[config.mk]
export PLATFORM = sky130hd
export DESIGN_NAME = adc_avg_mv_bcd
export DESIGN_NICKNAME = d
export VERILOG_FILES = /design/src/rtl/adc_avg_mv_bcd.sv
export SDC_FILE = /design/constraint.sdc
export NUM_CORES = 1
export LEC_CHECK = 0
export CAP_MARGIN = 10
export CORE_UTILIZATION = 24
export DETAILED_ROUTE_END_ITERATION = 6
export SYNTH_ARGS = -nofsm -noshare
export SYNTH_HDL_FRONTEND = slang
export SYNTH_SLANG_ARGS = --single-unit
[constraint.sdc]
create_clock -name sys_clk -period 4.99 [get_ports sys_clk]
set_input_delay 0.499 -clock sys_clk [delete_from_list [all_inputs] [get_ports sys_clk]]
set_output_delay 0.499 -clock sys_clk [all_outputs]
set_load 0.05 [all_outputs]
[src/rtl/adc_avg_mv_bcd.sv]
// Channel-filtered block averager for the ADC response stream: averages 2^AVG_LOG2 samples,
// scales to millivolts (0-4999) and converts to 4-digit BCD with a sequential double-dabble.
module adc_avg_mv_bcd #(
    parameter int unsigned AVG_LOG2 = 4
) (
    input  logic        sys_clk,
    input  logic        reset_n,
    input  logic [4:0]  sel_channel,
    input  logic        in_valid,
    input  logic [4:0]  in_channel,
    input  logic [11:0] in_data,
    output logic [11:0] avg_code,
    output logic [15:0] mv_bcd,
    output logic [4:0]  out_channel,
    output logic        out_valid,
    output logic        busy,
    output logic        overrun
);

    localparam int unsigned AccW = 12 + AVG_LOG2;
    localparam int unsigned CntW = (AVG_LOG2 == 0) ? 1 : AVG_LOG2;
    localparam logic [CntW-1:0] CntLast = CntW'((1 << AVG_LOG2) - 1);

    typedef enum logic [1:0] {StIdle, StMult, StShift, StDone} state_e;

    state_e          state_q, state_d;
    logic [4:0]      ch_q;
    logic [AccW-1:0] acc_q;
    logic [CntW-1:0] cnt_q;
    logic            pend_q;
    logic [11:0]     pend_avg_q;
    logic [4:0]      pend_ch_q;
    logic            overrun_q;
    logic [11:0]     avg_q;
    logic [4:0]      cvt_ch_q;
    logic [28:0]     sh_q;
    logic [3:0]      it_q;
    logic [11:0]     avg_code_q;
    logic [15:0]     mv_bcd_q;
    logic [4:0]      out_ch_q;
    logic            out_valid_q;

    logic            ch_change, accept, block_done, take;
    logic [AccW-1:0] sum, sum_avg;
    logic [24:0]     prod;
    logic [15:0]     bcd_adj;

    assign ch_change  = (sel_channel != ch_q);
    assign accept     = !ch_change && in_valid && (in_channel == ch_q);
    assign block_done = accept && (cnt_q == CntLast);
    assign sum        = acc_q + AccW'(in_data);
    assign sum_avg    = sum >> AVG_LOG2;
    assign take       = (state_q == StIdle) && pend_q;

    always_ff @(posedge sys_clk) begin
        if (!reset_n) begin
            ch_q       <= '0;
            acc_q      <= '0;
            cnt_q      <= '0;
            pend_q     <= 1'b0;
            pend_avg_q <= '0;
            pend_ch_q  <= '0;
            overrun_q  <= 1'b0;
        end else begin
            if (ch_change) begin
                ch_q  <= sel_channel;
                acc_q <= '0;
                cnt_q <= '0;
            end else if (accept) begin
                if (block_done) begin
                    acc_q      <= '0;
                    cnt_q      <= '0;
                    pend_avg_q <= sum_avg[11:0];
                    pend_ch_q  <= ch_q;
                end else begin
                    acc_q <= sum;
                    cnt_q <= cnt_q + 1'b1;
                end
            end
            // A fresh average wins over the converter consuming the old one.
            if (block_done) begin
                pend_q <= 1'b1;
            end else if (take) begin
                pend_q <= 1'b0;
            end
            if (block_done && pend_q && !take) begin
                overrun_q <= 1'b1;
            end
        end
    end

    always_comb begin
        state_d = state_q;
        unique case (state_q)
            StIdle:  if (pend_q) state_d = StMult;
            StMult:  state_d = StShift;
            StShift: if (it_q == 4'd12) state_d = StDone;
            StDone:  state_d = StIdle;
            default: state_d = StIdle;
        endcase
    end

    always_ff @(posedge sys_clk) begin
        if (!reset_n) begin
            state_q <= StIdle;
        end else begin
            state_q <= state_d;
        end
    end

    assign prod = 25'(avg_q) * 25'd5000 + 25'd2048;

    always_comb begin
        bcd_adj = sh_q[28:13];
        for (int i = 0; i < 4; i++) begin
            if (bcd_adj[4*i +: 4] >= 4'd5) begin
                bcd_adj[4*i +: 4] = bcd_adj[4*i +: 4] + 4'd3;
            end
        end
    end

    always_ff @(posedge sys_clk) begin
        if (!reset_n) begin
            avg_q       <= '0;
            cvt_ch_q    <= '0;
            sh_q        <= '0;
            it_q        <= '0;
            avg_code_q  <= '0;
            mv_bcd_q    <= '0;
            out_ch_q    <= '0;
            out_valid_q <= 1'b0;
        end else begin
            out_valid_q <= (state_q == StDone);
            unique case (state_q)
                StIdle: begin
                    if (pend_q) begin
                        avg_q    <= pend_avg_q;
                        cvt_ch_q <= pend_ch_q;
                    end
                end
                StMult: begin
                    // Low 13 bits hold mv, upper 16 bits are the BCD digits being built.
                    sh_q <= {16'd0, prod[24:12]};
                    it_q <= '0;
                end
                StShift: begin
                    sh_q <= {bcd_adj[14:0], sh_q[12:0], 1'b0};
                    it_q <= it_q + 4'd1;
                end
                StDone: begin
                    avg_code_q <= avg_q;
                    mv_bcd_q   <= sh_q[28:13];
                    out_ch_q   <= cvt_ch_q;
                end
                default: ;
            endcase
        end
    end

    assign avg_code    = avg_code_q;
    assign mv_bcd      = mv_bcd_q;
    assign out_channel = out_ch_q;
    assign out_valid   = out_valid_q;
    assign busy        = (state_q != StIdle);
    assign overrun     = overrun_q;

endmodule

Word level (Yosys, flattened, before mapping)
Cells that the tools add are included.
Storage, ports and cells
  memories: 0
  input port bits: 25
  output and inout port bits: 36
  ROM bits: 0
  flip-flop bits (word level): 130
  bits in writable memories: 0
  latch bits: 0
Operators by class
  reduce and logical (&&, ||, !) cells: 16
  shift operators: 0
  multipliers: 1
  add/subtract/negate cells: 8
  bitwise operators: 2
  muxes and demuxes: 13
  order comparisons: 4
  eq/ne operators: 9
  div/mod/pow operators: 0
Operators with widths (number)
  $pmux 29 s2: 1
  $add 25x12->25 const B: 1
  $mul 12x10->22 const B: 1
  $add 16x12->16: 1
  $ge 4x3->1 const B: 4
  $mux 16: 1
  $mux 4: 4
  $add 4x2->4 const B: 3
  $add 4x1->4 const B: 2
  $eq 4x4->1 const B: 2
  $pmux 2 s4: 1
  $pmux 4 s2: 1
  $logic_and 1x1->1: 6
  $reduce_bool 2->1: 3
  $eq 5x5->1: 1
  $ne 5x5->1: 1
  $eq 2x2->1 const B: 2
  $mux 2: 2
  $ne 2x2->1 const B: 2
  $reduce_and 2->1: 2
  $add 3x2->3 const B: 1
  $mux 3: 1
  $reduce_and 3->1: 1
  $eq 2x1->1 const B: 1
  5 further kinds: 8

Depth between registers and ports, before layout
Gate-level depths: netlist (run 1).
  depth in word-level cells: 7
  mapped depth: 22
  gate-level depth less buffers: 21

Least setup slack after synthesis (run 1)
No wires, ideal clock.
  path type: reg2reg
  from: reg avg_q[4]
  to: reg sh_q[11]
  stages on the path, launching flop included: 23
  setup time: 134 ps
  buffers on the path: 1
  data required time: 4856 ps
  clock period less this slack: 5011 ps
  path slack: -21 ps
  data arrival time: 4877 ps
  cell sequence: dfxtp_1 inv_1 fa_1 inv_1 ha_1 inv_1 fa_1 inv_1 ha_1 inv_1 fa_1 inv_1 ha_1 clkbuf_4 a21oi_1 o21ai_1 a41oi_4 xnor2_1 nand2_2 or4_4 nor3_2 xnor2_1 o22ai_1
On the way
  cells in the longest elaborated chain, start to end: 3
Ends and longest elaborated chain
  start, declared: line 34  | logic [11:0] avg_q;
  start signal, assigned: line 137  | avg_q <= pend_avg_q;
  $mul 12x10->22: line 111  | assign prod = 25'(avg_q) * 25'd5000 + 25'd2048;
  $add 25x12->25: line 111
  $pmux 29 s2: line 134  | unique case (state_q)
  end signal, assigned: line 143  | sh_q <= {16'd0, prod[24:12]};
  end signal, assigned: line 147  | sh_q <= {bcd_adj[14:0], sh_q[12:0], 1'b0};
  end, declared: line 36  | logic [28:0] sh_q;
Every way passes these cells.
A chain may end at the register's enable or synchronous reset.

Worst setup path after layout (run 1)
  from: reg avg_q[6]
  to: reg sh_q[11]
Same word-level chain as after synthesis.

==> flow_metrics.tcl, run 1 <==
set metrics [dict create \
    cts_buffers 17 \
    hold_viol 0 \
    outcome "completed" \
    rsz0062_at_grt "true" \
    hp-class "flop to flop" \
    wl_microns 17600 \
    stdcell_count 1469 \
    antenna_found_initial 0 \
    clkLatencyLatePin_ns 0.43 \
    grt_pass1_vias 6319 \
    cp-start-kind "flop" \
    overflow 0 \
    fin_hold_ws_ns 0.450 \
    grt_max_degree 53 \
    slowest_delay_ns 0.58 \
    dp_slack_ns -0.000973 \
    ys_warn_count 0 \
    avgViaCountPerCell 4.32 \
    synth_area_sq_um 7990 \
    synth_ff_type "dfxtp_1" \
    reg2reg_from "avg_q[6]$_SDFFE_PN0P_" \
    rows 66 \
    diodes 0 \
    path_buf_inv 6 \
    mostFrequentLayoutCells "127 x dfxtp_1, 99 x nor2_1, 94 x nand2_1, 81 x inv_1, 75 x ha_1" \
    clock.fmax_mhz 204 \
    hp-start "pend_avg_q[7]$_SDFFE_PN0P_" \
    syn_to_final_growth_pct 26.4 \
    synth_cells 936 \
    drive_gt1_share_pct 12.4 \
    syn_avg_cell_area_sq_um 8.54 \
    relSlewSlack_pct 49.4 \
    slew_viol_final 0 \
    power_uw 2480 \
    postLayoutCoreUtil_pct 31.0 \
    cts_tree "built" \
    fin_nets 1146 \
    power_leakage_uw 0.00406 \
    crit_type "flop to flop" \
    vdd_drop_max_v 0.000229 \
    syn-num-nets 1068 \
    cp.required_ns 5.27 \
    place.gp.congestion 0.808 \
    cp_slowest_cell "or4_4" \
    multiInputGateArea_sq_um 5100 \
    drc_errors 0 \
    port_buffers 60 \
    ys_seq_elements 130 \
    placed_cells 1432 \
    ios 61 \
    cp-end-kind "flop" \
    die_width_microns 184 \
    cts_num_sinks 130 \
    fin_crit_sh_pct 98.2 \
    initial_core_util_pct 24.5 \
    final.setup.worst_slack_ns 0.0911 \
    path_clk_slew_ns 0.06 \
    hpwl_microns 12800 \
    drt_iter0_markers 239 \
    grtUsageTotal_pct 11.0 \
    p_per_area_nw_per_um2 246 \
    synth.distinct_cells 66 \
    cpLargestDelayFamily "adder cells" \
    synth_edf_count 0 \
    regArea_sq_um 2610 \
    grt_pass1_wl_microns 30200 \
    ant_nets 0 \
    dr.pass1.iters 4 \
    crit_fanout 4 \
    worst_slew_pin_slew_ns 0.757 \
    detail_route.wl_per_cell_microns 12.0 \
    setup_violations 0 \
    die_h_microns 184 \
    cap_violations 0 \
    arrival_ns 5.18 \
    startpoint "avg_q[6]$_SDFFE_PN0P_" \
    htreeDepth 4 \
    vias 6344 \
    clock-skew-final_ns 0.0113 \
    final.min_clock_period_ns 4.90 \
    clockBufferDepth 2 \
    ys_seq_area_share_pct 32.6 \
    core_region_area_sq_um 32600 \
    dieArea_sq_um 34000 \
    cp_common_cell "inv_2" \
    async_reset_ff_share_pct 0 \
    ctsRootBufferMaster "clkbuf_16" \
    final_common_cell "dfxtp_1" \
    crit_chain "inv_4 > fa_1 > inv_2 > ha_4 > inv_2 > fa_1 > inv_2 > ha_4 > inv_2 > fa_2 > inv_2 > ha_4 > nand2_4 > nor4_4 > a22oi_2 > a31oi_2 > nand4_1 > or4_4 > nor3_4 > xnor2_1 > o22ai_1" \
    num-fill-cells 3440 \
]
## through the flow
step | area [sq um] | TNS (ns)
after CTS | 9850 | 0
after detailed placement | 9260 | -0.00155
final | 10100 | 0
after floorplan | 8000 | 0
after global routing | 10100 | -0.202
after global placement | 9260 | 0
## registers in the layout (all words and copies together) (netlist names), 4 cells and up
signal / cells
acc_q: 16
mv_bcd: 16
pend_avg_q: 12
avg_q: 12
cnt_q: 4
it_q: 4
pend_ch_q: 5
ch_q: 5
cvt_ch_q: 5
sh_q: 29
out_channel: 5
avg_code: 12
## worst reg2reg max path: cells and delay by family (launching register included)
family / cells / cell delay [ns]
xor gates and xnor gates: 1 / 0.14
adders and majority gates: 6 / 2.37
DFF: 1 / 0.35
AOI/OAI and AO/OA: 3 / 0.48
buffers and inverters: 6 / 0.26
and+or+nand+nor: 5 / 1.15
## timing repair
action / CTS / global route
endpoints found under the setup margin: 2 / 9
cloned: 0 / 0
pin swaps: 0 / 22
buffers inserted: 1 / 4
resized for setup: 1 / 43
hold buffers: 0 / 0
## layout make-up
cell class,count,share of cell area (%)
clock inverters,14,1.54
multi-input cells,673,50.5
repair buffers,101,8.99
well taps,442,5.48
clock buffers,18,4.25
inverters,91,3.41
flip-flops and latches,130,25.8
## cells by family (layout without fill, tap and decap cells)
group,Yosys count,after routing,share of synthesized area (%)
AOI/OAI and AO/OA,166,166,13.3
xor gates and xnor gates,57,57,6.34
adders and majority gates,107,107,18.9
buffers and inverters,133,224,6.42
DFF,130,130,32.6
muxes,39,39,4.88
and+or+nand+nor,304,304,17.6
## routing by layer
metal	GRT usage [%]	share of wire (%)
met5	0	0
met4	3.70	1.3
met3	2.73	3.3
met2	18.4	47
met1	13.8	48
## synth_stat cells (7+ instances only)
cell / n / area share, %
a21oi_1: 73 / 4.6
a22oi_1: 8 / 0.75
and2_1: 17 / 1.3
clkbuf_1: 32 / 1.5
dfxtp_1: 130 / 33
fa_1: 23 / 5.8
ha_1: 84 / 13
inv_1: 90 / 4.2
mux2i_1: 39 / 4.9
nand2_1: 95 / 4.5
nand2b_1: 12 / 0.94
nand3_1: 20 / 1.3
nor2_1: 100 / 4.7
nor2b_1: 10 / 0.78
nor3_1: 15 / 0.94
o21ai_0: 21 / 1.3
o22ai_1: 7 / 0.55
o31ai_1: 8 / 0.75
xnor2_1: 35 / 3.8
xor2_1: 21 / 2.3
## power by group
part | total (uW) | switching [uW] | internal, uW
Clock | 1220 | 483 | 740
Sequential | 1060 | 7.82 | 1050
Combinational | 201 | 125 | 76.2
## final timing paths
path                           end  slack [ns]  cells past startpoint
min          avg_q[7]$_SDFFE_PN0P_        0.45                      2
min reg2reg  avg_q[7]$_SDFFE_PN0P_        0.45                      2
max reg2reg  sh_q[11]$_SDFFE_PN0P_        0.09                     21
max          sh_q[11]$_SDFFE_PN0P_        0.09                     21
Power figures use the tool's default switching activity.
==> inputs of run 2 (changes only) <==
- CELL_PAD_IN_SITES_DETAIL_PLACEMENT: not set -> 0
- CELL_PAD_IN_SITES_GLOBAL_PLACEMENT: not set -> 1
- PLACE_DENSITY_LB_ADDON: not set -> 0.1
==> flow_metrics.tcl, run 2 (synthesized netlist as in run 1, its figures left out) <==
set metrics [dict create \
    cp_slowest_cell "fa_1" \
    path_buf_inv 6 \
    internal_power_uw 1840 \
    dieArea_sq_um 34000 \
    power_uw 2560 \
    diodes 0 \
    fin_crit_sh_pct 97.2 \
    rsz0062_at_grt "true" \
    cts_num_sinks 130 \
    slowest_delay_ns 0.53 \
    stdcell_count 1470 \
    clkLatencyLatePin_ns 0.43 \
    relSlewSlack_pct 44.7 \
    final_common_cell "dfxtp_1" \
    power_leakage_uw 0.00408 \
    ctsRootBufferMaster "clkbuf_16" \
    drt_iter0_markers 208 \
    drive_gt1_share_pct 11.7 \
    worst_slew_pin_slew_ns 0.827 \
    cp-end-kind "flop" \
    p_per_area_nw_per_um2 255 \
    mostFrequentLayoutCells "128 x dfxtp_1, 98 x nor2_1, 93 x nand2_1, 87 x inv_1, 80 x ha_1" \
    avgViaCountPerCell 4.24 \
    cts_buffers 17 \
    largest_reg_flops 29 \
    vdd_drop_max_v 0.000217 \
    antenna_found_initial 0 \
    initial_core_util_pct 24.5 \
    power_frac_clock_pct 50.7 \
    fin_nets 1147 \
    placed_cells 1435 \
    ant_nets 0 \
    cp.required_ns 5.34 \
    die_h_microns 184 \
    clockBufferDepth 2 \
    seq_power_share_pct 41.2 \
    arrival_ns 5.21 \
    hold_viol 0 \
    final.min_clock_period_ns 4.85 \
    ios 61 \
    cpLargestDelayFamily "adder cells" \
    crit_fanout 4 \
    swShare_pct 28.1 \
    cap_violations 0 \
    place.gp.congestion 0.738 \
    dp_slack_ns 0.0444 \
    path_clk_slew_ns 0.07 \
    syn_to_final_growth_pct 26.0 \
    core_region_area_sq_um 32600 \
    grt_pass1_wl_microns 32900 \
    grtUsageTotal_pct 12.4 \
    port_buffers 60 \
    detail_route.wl_per_cell_microns 13.5 \
    dr.pass1.iters 4 \
    rows 66 \
    grt_pass1_vias 6237 \
    crit_type "flop to flop" \
    postLayoutCoreUtil_pct 30.9 \
    vias 6233 \
    wl_microns 19900 \
    slew_viol_final 0 \
    hpwl_microns 14500 \
    crit_chain "inv_2 > fa_1 > inv_1 > ha_1 > fa_1 > ha_1 > inv_1 > fa_1 > inv_1 > ha_4 > buf_4 > nand2_2 > nor4_4 > a22oi_2 > a21o_1 > buf_6 > a211oi_2 > nand3b_1 > nand4_1 > or3_1 > o211ai_2" \
    cts_tree "built" \
    outcome "completed" \
    cp-start-kind "flop" \
    setup_violations 0 \
    largest_register "sh_q" \
    clock.fmax_mhz 206 \
    drc_errors 0 \
    final.setup.worst_slack_ns 0.139 \
    overflow 0 \
    p_sw_uw 721 \
    clock-skew-final_ns 0.0130 \
    cts_hold_buf 0 \
    fin_tns_setup_ns 0 \
    htreeDepth 4 \
    p_comb_share_pct 8.1 \
    die_width_microns 184 \
    hp-class "flop to flop" \
    grt_max_degree 58 \
]
run 2: cell count changes in the layout (fill, tap and decap cells not counted), moves of 4 or more:
cell / previous run / this run
inv_1: 81 / 87
inv_2: 9 / 3
ha_4: 8 / 3
inv_8: 0 / 6
inv_6: 3 / 7
ha_1: 75 / 80
clkinv_4: 5 / 0
run 2: worst paths after layout:
kind / startpoint / end / slack (ns) / cells after the start
worst min-delay path: pend_avg_q[5]$_SDFFE_PN0P_ / pend_avg_q[5]$_SDFFE_PN0P_ / 0.45 / 2
worst min register to register: pend_avg_q[5]$_SDFFE_PN0P_ / pend_avg_q[5]$_SDFFE_PN0P_ / 0.45 / 2
worst max register to register: avg_q[5]$_SDFFE_PN0P_ / sh_q[12]$_SDFFE_PN0P_ / 0.14 / 21
worst max-delay path: avg_q[5]$_SDFFE_PN0P_ / sh_q[12]$_SDFFE_PN0P_ / 0.14 / 21
run 2: layout make-up:
cell class                 instances  area (sq um)
inverter                          91           343
fill                            3489         22600
clock buffer                      17           425
multi-input combinational        673          5040
timing repair buffer             102           920
sequential                       130          2610
clock inverter                    15           175
tap                              442           553
run 2: routing by layer:
metal,vias to the layer above,wire length (microns),global-route usage (%),part of all wire [%]
met4,0,189,3.60,0.95
met5,-,0,0,0
met2,69,8920,19.9,45
li1,3305,-,-,-
met3,10,506,2.45,2.5
met1,2849,10300,16.7,52
run 2: power groups by stage:
| stage | sequential [uW] | combinational (uW) | clock [uW] |
|---|---|---|---|
| after global routing | 1060 | 230 | 1380 |
| after detailed placement | 1080 | 210 | 0 |
| after CTS | 1060 | 211 | 1350 |
| after floorplan | 1080 | 142 | 0 |
| final | 1060 | 208 | 1300 |
| after global placement | 1080 | 214 | 0 |
run 2: worst min-delay path, delay by kind of cell (launching register included):
family | cells | cell delay (ns)
AO/OA/AOI/OAI | 1 | 0.05
flip-flops | 1 | 0.31
AND/OR/NAND/NOR | 1 | 0.05
run 2: what timing repair did:
action / 4_1_cts / 5_1_grt
buffers inserted: 0 / 3
endpoints found under the hold margin: 0 / 0
setup endpoints to repair: 0 / 8
resized for setup: 0 / 30
run 2: per-stage QoR:
stage | hold WS (ns) | cell area, sq um
detailed placement | 0.443 | 9280
global placement | 0.443 | 9280
floorplan | 0.425 | 8000
finish | 0.450 | 10100
CTS | 0.453 | 9880
global route | 0.469 | 10100
==> inputs of run 3 (changes only) <==
- CORE_MARGIN: not set -> 8
==> flow_metrics.tcl, run 3 (synthesized netlist as in run 1, its figures left out) <==
set metrics [dict create \
    cp-start-kind "flop" \
    final.min_clock_period_ns 4.79 \
    cpLargestDelayFamily "adder cells" \
    dr.pass1.iters 7 \
    grtUsageMet1_pct 14.1 \
    grt_pass1_vias 6407 \
    initial_core_util_pct 24.1 \
    clkLatencyLatePin_ns 0.43 \
    htreeDepth 4 \
    drc_errors 0 \
    worst_slew_pin_slew_ns 0.823 \
    hold_viol 0 \
    hp-class "flop to flop" \
    port_buffers 60 \
    rows 67 \
    cap_violations 0 \
    die_width_microns 198 \
    syn_to_final_growth_pct 27.0 \
    path_buf_inv 6 \
    relSlewSlack_pct 45.0 \
    dp_slack_ns 0.0304 \
    detail_route.wl_per_cell_microns 13.8 \
    cts_hold_buf 0 \
    gr-usage-met3_pct 2.52 \
    grt-busiest-layer "met2" \
    arrival_ns 5.08 \
    largest_register "sh_q" \
    cts_buffers 17 \
    ctsRootBufferMaster "clkbuf_16" \
    grtUsageTotal_pct 10.8 \
    core_region_area_sq_um 33200 \
    cp-end-kind "flop" \
    cts_tree "built" \
    final.setup.worst_slack_ns 0.198 \
    wl_microns 20400 \
    final_common_cell "dfxtp_1" \
    overflow 0 \
    dieArea_sq_um 39400 \
    avgViaCountPerCell 4.25 \
    slowest_delay_ns 0.57 \
    placed_cells 1441 \
    clockBufferDepth 2 \
    clock-skew-final_ns 0.0177 \
    outcome "completed" \
    ant_nets 0 \
    drt_iter0_markers 215 \
    crit_fanout 4 \
    drive_gt1_share_pct 13.2 \
    cts_num_sinks 130 \
    crit_chain "inv_4 > fa_1 > inv_2 > ha_4 > inv_2 > fa_1 > inv_2 > ha_4 > inv_2 > fa_1 > inv_2 > ha_4 > nand2_4 > nor4_4 > a22oi_2 > a31oi_2 > nand4_1 > or4_4 > nor2_1 > xnor2_1 > o22ai_1" \
    crit_type "flop to flop" \
    grt_max_degree 49 \
    num-fill-cells 3593 \
    use_met2_pct 17.7 \
    clock.fmax_mhz 209 \
    cp.required_ns 5.28 \
    fin_crit_sh_pct 96.0 \
    vias 6284 \
    largest_reg_flops 29 \
    die_h_microns 198 \
    cp_slowest_cell "or4_4" \
    p_per_area_nw_per_um2 253 \
    hpwl_microns 15200 \
    slew_viol_final 0 \
    antenna_found_initial 0 \
    mostFrequentLayoutCells "127 x dfxtp_1, 99 x nor2_1, 94 x nand2_1, 79 x inv_1, 75 x ha_1" \
    vdd_drop_max_v 0.000204 \
    setup_violations 0 \
    diodes 0 \
    path_clk_slew_ns 0.06 \
    power_leakage_uw 0.00409 \
    stdcell_count 1479 \
    place.gp.congestion 0.733 \
    fin_nets 1150 \
    cp_common_cell "inv_2" \
    grt_pass1_wl_microns 34000 \
    ios 61 \
]
run 3: worst paths after layout:
check | endpoint | start | slack [ns] | cells after the start
min reg2reg | pend_ch_q[2]$_SDFFE_PN0P_ | pend_ch_q[2]$_SDFFE_PN0P_ | 0.45 | 2
min | pend_ch_q[2]$_SDFFE_PN0P_ | pend_ch_q[2]$_SDFFE_PN0P_ | 0.45 | 2
max | sh_q[10]$_SDFFE_PN0P_ | avg_q[6]$_SDFFE_PN0P_ | 0.20 | 21
max reg2reg | sh_q[10]$_SDFFE_PN0P_ | avg_q[6]$_SDFFE_PN0P_ | 0.20 | 21
run 3: metal layers:
layer / vias up / routed length, microns
li1: 3321 / -
met1: 2879 / 10400
met2: 72 / 9180
met3: 12 / 555
met4: 0 / 219
met5: - / 0
run 3: repair_timing:
action	CTS	global route
resized for setup	0	46
endpoints found under the setup margin	0	9
setup buffers	0	7
run 3: stage by stage:
| step | utilization [%] | area, sq um | power (uW) | hold slack [ns] | TNS [ns] |
|---|---|---|---|---|---|
| final | 30.6 | 10200 | 2560 | 0.450 | 0 |
| after global routing | 30.6 | 10200 | 2680 | 0.467 | -0.121 |
| after CTS | 29.8 | 9890 | 2620 | 0.453 | 0 |
| after detailed placement | 28.0 | 9290 | 1290 | 0.444 | 0 |
| after global placement | 28.0 | 9290 | 1290 | 0.441 | 0 |
| after floorplan | - | 8000 | 1220 | 0.425 | 0 |
run 3: tightest hold or removal path, cell delays in order, from the launching register on:
cell	delay, ns
dfxtp_1	0.31
nand2_1	0.05
a21oi_1	0.05
run 3: cell type report:
class                   count  area (sq um)  share of cell area [%]
inverters                  91           347                    3.41
flip-flops and latches    130          2610                    25.7
repair buffers            105           946                    9.32
well taps                 448           561                    5.52
clock inverters            15           184                    1.81
multi-input cells         673          5080                    50.1
clock buffers              17           425                    4.19
run 3: report_power, final:
part	switching, uW	leakage, uW	internal [uW]
sequential	8.47	0.00105	1050
combinational	132	0.00275	74.7
clock	509	0.000290	790
